$ cat config.mk
export PLATFORM = sky130hd
export DESIGN_NAME = stream_src_gen
export DESIGN_NICKNAME = d
export VERILOG_FILES = /design/src/rtl/stream_pkg.sv /design/src/rtl/lfsr16.sv /design/src/rtl/stream_src_gen.sv
export SDC_FILE = /design/constraint.sdc
export NUM_CORES = 1
export LEC_CHECK = 0
export ABC_AREA = 1
export CAP_MARGIN = 20
export CORE_MARGIN = 2
export CORE_UTILIZATION = 39
export CTS_CLUSTER_DIAMETER = 80
export DETAILED_ROUTE_END_ITERATION = 10
export DONT_BUFFER_PORTS = 1
export HOLD_SLACK_MARGIN = 0.03
export PLACE_DENSITY = 0.64
export SLEW_MARGIN = 5
export SYNTH_ARGS = -nofsm -noshare
export SYNTH_HDL_FRONTEND = slang
export SYNTH_SLANG_ARGS = --single-unit
export TNS_END_PERCENT = 50
$ cat constraint.sdc
create_clock -name clk -period 3.6 [get_ports clk]
set_clock_uncertainty 0.05 [all_clocks]
set_input_delay 0.72 -clock clk [delete_from_list [all_inputs] [get_ports clk]]
set_output_delay 0.72 -clock clk [all_outputs]
set_load 0.005 [all_outputs]
$ cat src/rtl/stream_pkg.sv
// Shared definitions for the stream source generator.
//   state_t             : FSM state encoding
//   LFSR16_TAPS         : feedback mask for taps 16,14,13,11 (bits 15,13,12,10)
//   LFSR16_DEFAULT_SEED : reset value used when no seed is supplied
//   lfsr16_next()       : one Fibonacci shift step
package stream_pkg;

  typedef enum logic [1:0] {
    S_IDLE = 2'b00,
    S_RUN  = 2'b01,
    S_DONE = 2'b10
  } state_t;

  localparam logic [15:0] LFSR16_TAPS         = 16'hB400;
  localparam logic [15:0] LFSR16_DEFAULT_SEED = 16'hACE1;

  // Shift toward the MSB and feed the XOR of the tapped bits into bit 0.
  function automatic logic [15:0] lfsr16_next(input logic [15:0] q);
    return {q[14:0], ^(q & LFSR16_TAPS)};
  endfunction

endpackage

$ cat src/rtl/lfsr16.sv
// 16-bit Fibonacci LFSR used to throttle the stream valid.
// Ports:
//   clk   : clock, rising edge
//   reset : synchronous active-high, loads the seed
//   en    : advance one step this cycle
//   seed  : reset value; an all-zero seed is replaced by 16'h0001
//   q     : current register value
module lfsr16
  import stream_pkg::*;
(
  input  logic        clk,
  input  logic        reset,
  input  logic        en,
  input  logic [15:0] seed,
  output logic [15:0] q
);

  // An all-zero register is a lock-up state, so never load it.
  logic [15:0] seed_safe;
  assign seed_safe = (seed == 16'h0000) ? 16'h0001 : seed;

  always_ff @(posedge clk) begin
    if (reset) begin
      q <= seed_safe;
    end else if (en) begin
      q <= lfsr16_next(q);
    end
  end

endmodule

$ cat src/rtl/stream_src_gen.sv
// Valid/ready stream transmitter. A run request sends a programmed number
// of beats carrying an incrementing data sequence, optionally throttled by
// an LFSR.
// Ports:
//   clk, reset   : clock and synchronous active-high reset
//   i_run        : start request, only honoured in IDLE
//   i_num_beats  : beat count, latched on accept
//   i_start_val  : data of beat 0, latched on accept
//   i_throttle   : 1 = gate valid with LFSR bit 0
//   m_valid/m_ready/m_data : master stream port
//   o_busy       : high while in RUN
//   o_done       : one-cycle pulse in DONE
//   o_beat_cnt   : handshakes completed in the current/last run
//
// state  | meaning
// S_IDLE | waiting for i_run
// S_RUN  | emitting beats until the last handshake
// S_DONE | single-cycle completion pulse, then back to IDLE
module stream_src_gen
  import stream_pkg::*;
#(
  parameter int          DATA_W    = 32,
  parameter int          LEN_W     = 16,
  parameter logic [15:0] LFSR_SEED = LFSR16_DEFAULT_SEED
) (
  input  logic              clk,
  input  logic              reset,
  input  logic              i_run,
  input  logic [LEN_W-1:0]  i_num_beats,
  input  logic [DATA_W-1:0] i_start_val,
  input  logic              i_throttle,
  output logic              m_valid,
  input  logic              m_ready,
  output logic [DATA_W-1:0] m_data,
  output logic              o_busy,
  output logic              o_done,
  output logic [LEN_W-1:0]  o_beat_cnt
);

  state_t            state, state_nxt;
  logic [LEN_W-1:0]  num_q, num_nxt;
  logic [LEN_W-1:0]  cnt_nxt;
  logic [DATA_W-1:0] data_nxt;
  logic              valid_nxt;
  logic              hs, last_hs;
  logic [15:0]       lfsr_q;
  logic              lfsr_unused;

  lfsr16 u_lfsr (
    .clk   (clk),
    .reset (reset),
    .en    (state == S_RUN),
    .seed  (LFSR_SEED),
    .q     (lfsr_q)
  );

  // Only bit 0 drives the throttle decision.
  assign lfsr_unused = ^lfsr_q[15:1];

  assign hs      = m_valid & m_ready;
  assign last_hs = hs && (o_beat_cnt == num_q - LEN_W'(1));

  always_ff @(posedge clk) begin
    if (reset) begin
      state      <= S_IDLE;
      num_q      <= '0;
      o_beat_cnt <= '0;
      m_data     <= '0;
      m_valid    <= 1'b0;
    end else begin
      state      <= state_nxt;
      num_q      <= num_nxt;
      o_beat_cnt <= cnt_nxt;
      m_data     <= data_nxt;
      m_valid    <= valid_nxt;
    end
  end

  always_comb begin
    state_nxt = state;
    num_nxt   = num_q;
    cnt_nxt   = o_beat_cnt;
    data_nxt  = m_data;
    valid_nxt = m_valid;

    case (state)
      S_IDLE: begin
        valid_nxt = 1'b0;
        if (i_run) begin
          num_nxt   = i_num_beats;
          cnt_nxt   = '0;
          data_nxt  = i_start_val;
          state_nxt = (i_num_beats != '0) ? S_RUN : S_DONE;
        end
      end

      S_RUN: begin
        if (hs) begin
          cnt_nxt  = o_beat_cnt + LEN_W'(1);
          data_nxt = m_data + DATA_W'(1);
        end
        // A raised valid is only re-decided once it has been consumed,
        // so an offered beat is never withdrawn.
        if (last_hs) begin
          valid_nxt = 1'b0;
          state_nxt = S_DONE;
        end else if (!m_valid || hs) begin
          valid_nxt = i_throttle ? lfsr_q[0] : 1'b1;
        end
      end

      S_DONE: begin
        valid_nxt = 1'b0;
        state_nxt = S_IDLE;
      end

      default: begin
        valid_nxt = 1'b0;
        state_nxt = S_IDLE;
      end
    endcase
  end

  assign o_busy = (state == S_RUN);
  assign o_done = (state == S_DONE);

endmodule

==> results.sh, run 1 <==
export IMPL_status="complete, no violations"
export IMPL_hold_viol=0
export IMPL_min_period_ns=2.34
export IMPL_fp_dieW_um=115
export IMPL_cts_made_buffers=9
export IMPL_root_buffer="clkbuf_16"
export IMPL_clk_pin_slew_ns=0.06
export IMPL_vias=4853
export IMPL_synth_top_cells_by_area="dfxtp_1 (34%), nand2_1 (13%), nor2_1 (8.3%)"
export IMPL_postCtsSetupBuffers=0
export IMPL_final_area_mm2=0.00533
export IMPL_synth_seq_area_share=0.344
export IMPL_cts_hold_buf=0
export IMPL_io_buffers=0
export IMPL_drive_above_1_share=0.0622
export IMPL_htree_levels=3
export IMPL_rsz0062_at_grt="no"
export IMPL_wl_met3_um=996
export IMPL_drt_wl_total_mm=13.8
export IMPL_dp_hpwl_mm=10.3
export IMPL_drv_cap=0
export IMPL_yosysTopAreaCell="dfxtp_1"
export IMPL_slowest_stage="dfxtp_1"
export IMPL_end_kind="output pin"
export IMPL_viasPerCell=5.35
export IMPL_die_y_um=115
export IMPL_ir_drop_uv=212
export IMPL_critPathArrivalTime_ns=1.57
export IMPL_cp_start_kind="flip-flop"
export IMPL_grt_max_degree=38
export IMPL_async_flop_share=0
export IMPL_crit_type="reg2out"
export IMPL_dieArea_mm2=0.0133
export IMPL_cpPeakStageDelay_ns=0.36
export IMPL_yosysTopAreaCellShare=0.344
export IMPL_synth_warnings=0
export IMPL_areaGrowthSynthToFinish_pct=10.4
export IMPL_wl_met1_mm=6.31
export IMPL_worstPathRequired_ns=2.83
export IMPL_timing_fmax_mhz=426
export IMPL_drtAntennaViolNets=0
export IMPL_grt_first_pass_wirelength_mm=22.6
export IMPL_synthesis_area_mm2=0.00483
export IMPL_overflow=0
export IMPL_nNetsFinal=790
export IMPL_core_mm2=0.0121
export IMPL_slew_violations=0
export IMPL_wl_per_cell_um=15.3
export IMPL_start_util=0.401
export IMPL_cts_max_path_buffers=2
export IMPL_synth_edf_count=0
export IMPL_avgSynthCellArea_um2=6.47
export IMPL_grtUsageTotal=0.216
export IMPL_gp_congestion=0.976
export IMPL_cts_tree="yes"
export IMPL_fp_row_count=40
export IMPL_path_cells="inv_1 > nor2_4 > buf_4 > buf_4"
export IMPL_antenna_found_initial=0
export IMPL_post_route_period_util=0.651
export IMPL_ios=104
export IMPL_cts_resized=0
export IMPL_syn_num_nets=803
export IMPL_setup_tns_ns=0
export IMPL_place_area_mm2=0.00497
export IMPL_final_cell_mix="nand2_1 (168), nor2_1 (107), dfxtp_1 (83)"
export IMPL_synthCells=747
export IMPL_leakagePower_nw=2.20
export IMPL_grt_pass1_vias=4482
export IMPL_insertion_delay_ns=0.35
export IMPL_maxSlewHeadroom=0.467
export IMPL_diodes=0
export IMPL_path_max_fanout=31
export IMPL_first_pass_iters=5
export IMPL_drt_iter0_drc=300
export IMPL_setup_violations=0
export IMPL_ys_ff_latch=83
export IMPL_ys_types=41
export IMPL_final_common_cell="nand2_1"
export IMPL_hold_class="in2reg"
export IMPL_cp_common_cell="buf_4"
export IMPL_power_density_mw_per_mm2=500
export IMPL_worst_pin_slew_ns=0.796
export IMPL_ys_flop_type="dfxtp_1"
export IMPL_drc=0
export IMPL_cts_sinks=83
export IMPL_route_top_layer_used="met4"
export IMPL_met2_length_mm=6.11
==> routing by layer <==
layer,GRT usage,vias to the layer above
met5,0,-
met4,0.102,0
met3,0.0585,26
met2,0.327,156
met1,0.287,2240
li1,-,2431
==> worst max-delay path, delay by kind of cell (launching register included) <==
family	cells	cell delay [ns]
buf+inv	3	0.78
flops	1	0.36
simple gates	1	0.07
==> path summary, 6_finish.rpt <==
| kind | start | end | slack [ns] | cells after the start |
|---|---|---|---|---|
| min | reset | m_data[30] | 0.39 | 1 |
| max | state[0] | o_busy | 1.26 | 4 |
| max reg2reg | state[0] | m_data[20] | 1.32 | 9 |
| min reg2reg | u_lfsr.q[6] | u_lfsr.q[6] | 0.41 | 2 |
==> where the power goes <==
group	switching (W)	internal, W
sequential	0.000113	0.00100
combinational	0.000281	0.000158
clock	0.000379	0.000733
total	0.000772	0.00189
==> cell families after synthesis <==
kind of cell / count (synthesis) / synth area share
flops: 83 / 0.344
buf+inv: 101 / 0.0816
fa+ha+maj: 3 / 0.00777
simple gates: 370 / 0.334
xor+xnor: 28 / 0.0508
compound gates: 162 / 0.182
==> cells in the mapped netlist, types with 5 or more instances <==
cell type / number
a21oi_1: 70
nor3_1: 11
dfxtp_1: 83
nor2_2: 5
o21ai_0: 68
nand2_1: 168
buf_2: 5
nand3_1: 43
nand3b_1: 7
a211oi_1: 5
nor2_1: 107
clkbuf_1: 20
xnor2_1: 11
xor2_1: 17
inv_1: 66
nand4_1: 11
==> stage by stage <==
step	std cells	hold WS, ns	power, W	worst slack [ns]	utilization
global placement	891	0.388	0.00156	1.21	0.412
detailed placement	891	0.393	0.00157	1.20	0.412
global route	907	0.378	0.00281	1.02	0.442
CTS	907	0.380	0.00269	1.24	0.442
finish	907	0.386	0.00267	1.26	0.442
floorplan	747	0.379	0.00146	1.77	-
==> flip-flops by register name, summed over array words and instances, names as in the netlist <==
signal,cells
m_data,32
m_valid,1
num_q,16
o_beat_cnt,16
state,2
u_lfsr.q,16
==> layout make-up <==
class	count	area, um2
clock inverter	4	95.1
timing repair buffer	6	45.0
inverter	71	267
sequential	83	1660
clock buffer	12	267
multi-input combinational	563	2790
tap	168	210
fill	1265	6730
(Power assumes the default switching activity.)
==> run 2, diff against run 1 <==
--- a/config.mk
+++ b/config.mk
@@ -13,7 +13,7 @@
 export DETAILED_ROUTE_END_ITERATION = 10
 export DONT_BUFFER_PORTS = 1
 export HOLD_SLACK_MARGIN = 0.03
-export PLACE_DENSITY = 0.64
+export PLACE_DENSITY = 0.66
 export SLEW_MARGIN = 5
 export SYNTH_ARGS = -nofsm -noshare
 export SYNTH_HDL_FRONTEND = slang
==> constraint.sdc (replaced) <==
create_clock -name clk -period 1.9 [get_ports clk]
set_clock_uncertainty 0.05 [all_clocks]
set_input_delay 0.38 -clock clk [delete_from_list [all_inputs] [get_ports clk]]
set_output_delay 0.38 -clock clk [all_outputs]
set_load 0.005 [all_outputs]
==> run 2 against run 1 <==
  * Cell count is 4.9% higher
  * Sequential share of layout area is 1.8 points lower
  * Via count is 1.2% higher
  * Flip-flop and latch count stayed put
  * Cell area is 7.0% higher
  * Worst setup slack worse by 1.1 ns
  * Die area stayed put
  * Utilization is 3.1 points higher
  * First-iteration DRC count is 1.7% higher
  * Sequential power is 86% higher
  * Critical path depth is 7 higher
  * Critical endpoint is now m_data[18]
==> results.sh, run 2 (synthesis results as in run 1) <==
export IMPL_areaGrowthSynthToFinish_pct=18.1
export IMPL_nNetsFinal=834
export IMPL_hold_slack_ns=0.0550
export IMPL_path_max_fanout=5
export IMPL_combPwrFrac=0.223
export IMPL_ir_drop_uv=537
export IMPL_p_seq_frac=0.431
export IMPL_largest_reg_flops=32
export IMPL_final_common_cell="nand2_1"
export IMPL_fin_ws_ns=0.147
export IMPL_internal_power_w=0.00328
export IMPL_antenna_found_initial=0
export IMPL_die_y_um=115
export IMPL_ios=104
export IMPL_cpPeakStageDelay_ns=0.37
export IMPL_viasPerCell=5.17
export IMPL_drc=0
export IMPL_critPathArrivalTime_ns=1.98
export IMPL_grt_use_met3=0.0432
export IMPL_grt_first_pass_wirelength_mm=23.1
export IMPL_cts_tree="yes"
export IMPL_regArea_mm2=0.00168
export IMPL_dp_hpwl_mm=10.8
export IMPL_cts_made_buffers=9
export IMPL_hold_class="in2reg"
export IMPL_slowest_stage="dfxtp_4"
export IMPL_gp_congestion=0.945
export IMPL_clk_pin_slew_ns=0.06
export IMPL_min_period_ns=1.75
export IMPL_overflow=0
export IMPL_setup_violations=0
export IMPL_wl_per_cell_um=15.0
export IMPL_slew_violations=0
export IMPL_ff2ff_setup_slack_ns=0.15
export IMPL_fp_row_count=40
export IMPL_power_density_mw_per_mm2=839
export IMPL_maxSlewHeadroom=0.686
export IMPL_fillers=1244
export IMPL_fp_dieW_um=115
export IMPL_insertion_delay_ns=0.34
export IMPL_drt_wl_total_mm=14.2
export IMPL_busiest_layer="met2"
export IMPL_status="complete, no violations"
export IMPL_drt_iter0_drc=305
export IMPL_diodes=0
export IMPL_largest_register="m_data"
export IMPL_leakagePower_nw=2.40
export IMPL_root_buffer="clkbuf_16"
export IMPL_cp_num_buf_inv=2
export IMPL_first_pass_iters=5
export IMPL_post_route_period_util=0.923
export IMPL_drv_cap=0
export IMPL_sw_frac_of_total=0.315
export IMPL_grt_max_degree=35
export IMPL_io_buffers=0
export IMPL_use_met1=0.317
export IMPL_hold_viol=0
export IMPL_cts_max_path_buffers=2
export IMPL_cts_sinks=83
export IMPL_cp_start_kind="flip-flop"
export IMPL_cpLargestDelayFamily="simple AND/OR/NAND/NOR gates"
export IMPL_htree_levels=3
export IMPL_drive_above_1_share=0.147
export IMPL_grtUsageTotal=0.222
export IMPL_core_mm2=0.0121
export IMPL_drtAntennaViolNets=0
export IMPL_timing_fmax_mhz=571
export IMPL_setup_tns_ns=0
export IMPL_p_clk_frac=0.346
export IMPL_final_cell_mix="nand2_1 (165), nor2_1 (101), dfxtp_1 (75)"
export IMPL_met2_usage=0.328
export IMPL_worstPathRequired_ns=2.13
export IMPL_p_switching_w=0.00151
export IMPL_dieArea_mm2=0.0133
export IMPL_vias=4913
export IMPL_start_util=0.401
export IMPL_multiInputGateArea_mm2=0.00288
export IMPL_grt_pass1_vias=4541
export IMPL_crit_type="reg2reg"
export IMPL_post_place_ws_ns=0.0215
export IMPL_path_cells="ha_4 > nand2_2 > nor2_4 > nand2_1 > inv_2 > nand3_4 > nor2_4 > buf_4 > xor2_1 > nand2_1 > a21oi_1"
export IMPL_end_kind="flip-flop"
export IMPL_worst_pin_slew_ns=0.471
[run 2: cell types whose count changed in the layout (fill, tap and decap cells not counted), sizes merged]
cell / previous run / this run
buf: 6 / 50
bufinv: 3 / 0
clkinv: 2 / 4
inv: 70 / 71
[run 2: path summary, 6_finish.rpt]
kind	end	start	cells past startpoint
setup reg to reg	m_data[18]	m_data[0]	11
hold reg to reg	u_lfsr.q[5]	u_lfsr.q[5]	2
setup / recovery	m_data[18]	m_data[0]	11
hold / removal	m_data[30]	reset	1
[run 2: metrics by stage]
step | utilization | cells | cell area (um2) | total power [W]
2_1_floorplan | - | 747 | 4830 | 0.00277
3_3_place_gp | 0.437 | 930 | 5280 | 0.00309
3_5_place_dp | 0.437 | 930 | 5280 | 0.00310
4_1_cts | 0.461 | 946 | 5560 | 0.00475
5_1_grt | 0.473 | 951 | 5700 | 0.00504
6_report | 0.473 | 951 | 5700 | 0.00478
[run 2: power by group through the flow]
stage	combinational, W	sequential [W]	clock, W
floorplan	0.000692	0.00207	0
global placement	0.00100	0.00209	0
finish	0.00107	0.00206	0.00166
detailed placement	0.00101	0.00209	0
CTS	0.00102	0.00205	0.00169
global route	0.00121	0.00208	0.00175
[run 2: area by class of cell]
class                      count  area share
inverter                      71      0.0467
timing repair buffer          50      0.0680
sequential                    83       0.294
multi-input combinational    563       0.505
tap                          168      0.0369
clock buffer                  12      0.0450
clock inverter                 4     0.00417
[run 2: metal layers]
metal	vias up	part of all wire
li1	2528	-
met5	-	0
met1	2182	0.47
met3	28	0.062
met2	175	0.44
met4	0	0.020
[run 2: timing repair]
item | in CTS | in global routing
hold buffers | 0 | 0
setup endpoints to repair | 0 | 22
buffers inserted | 0 | 5
hold endpoints to repair | 0 | 0
gates resized for setup | 0 | 37
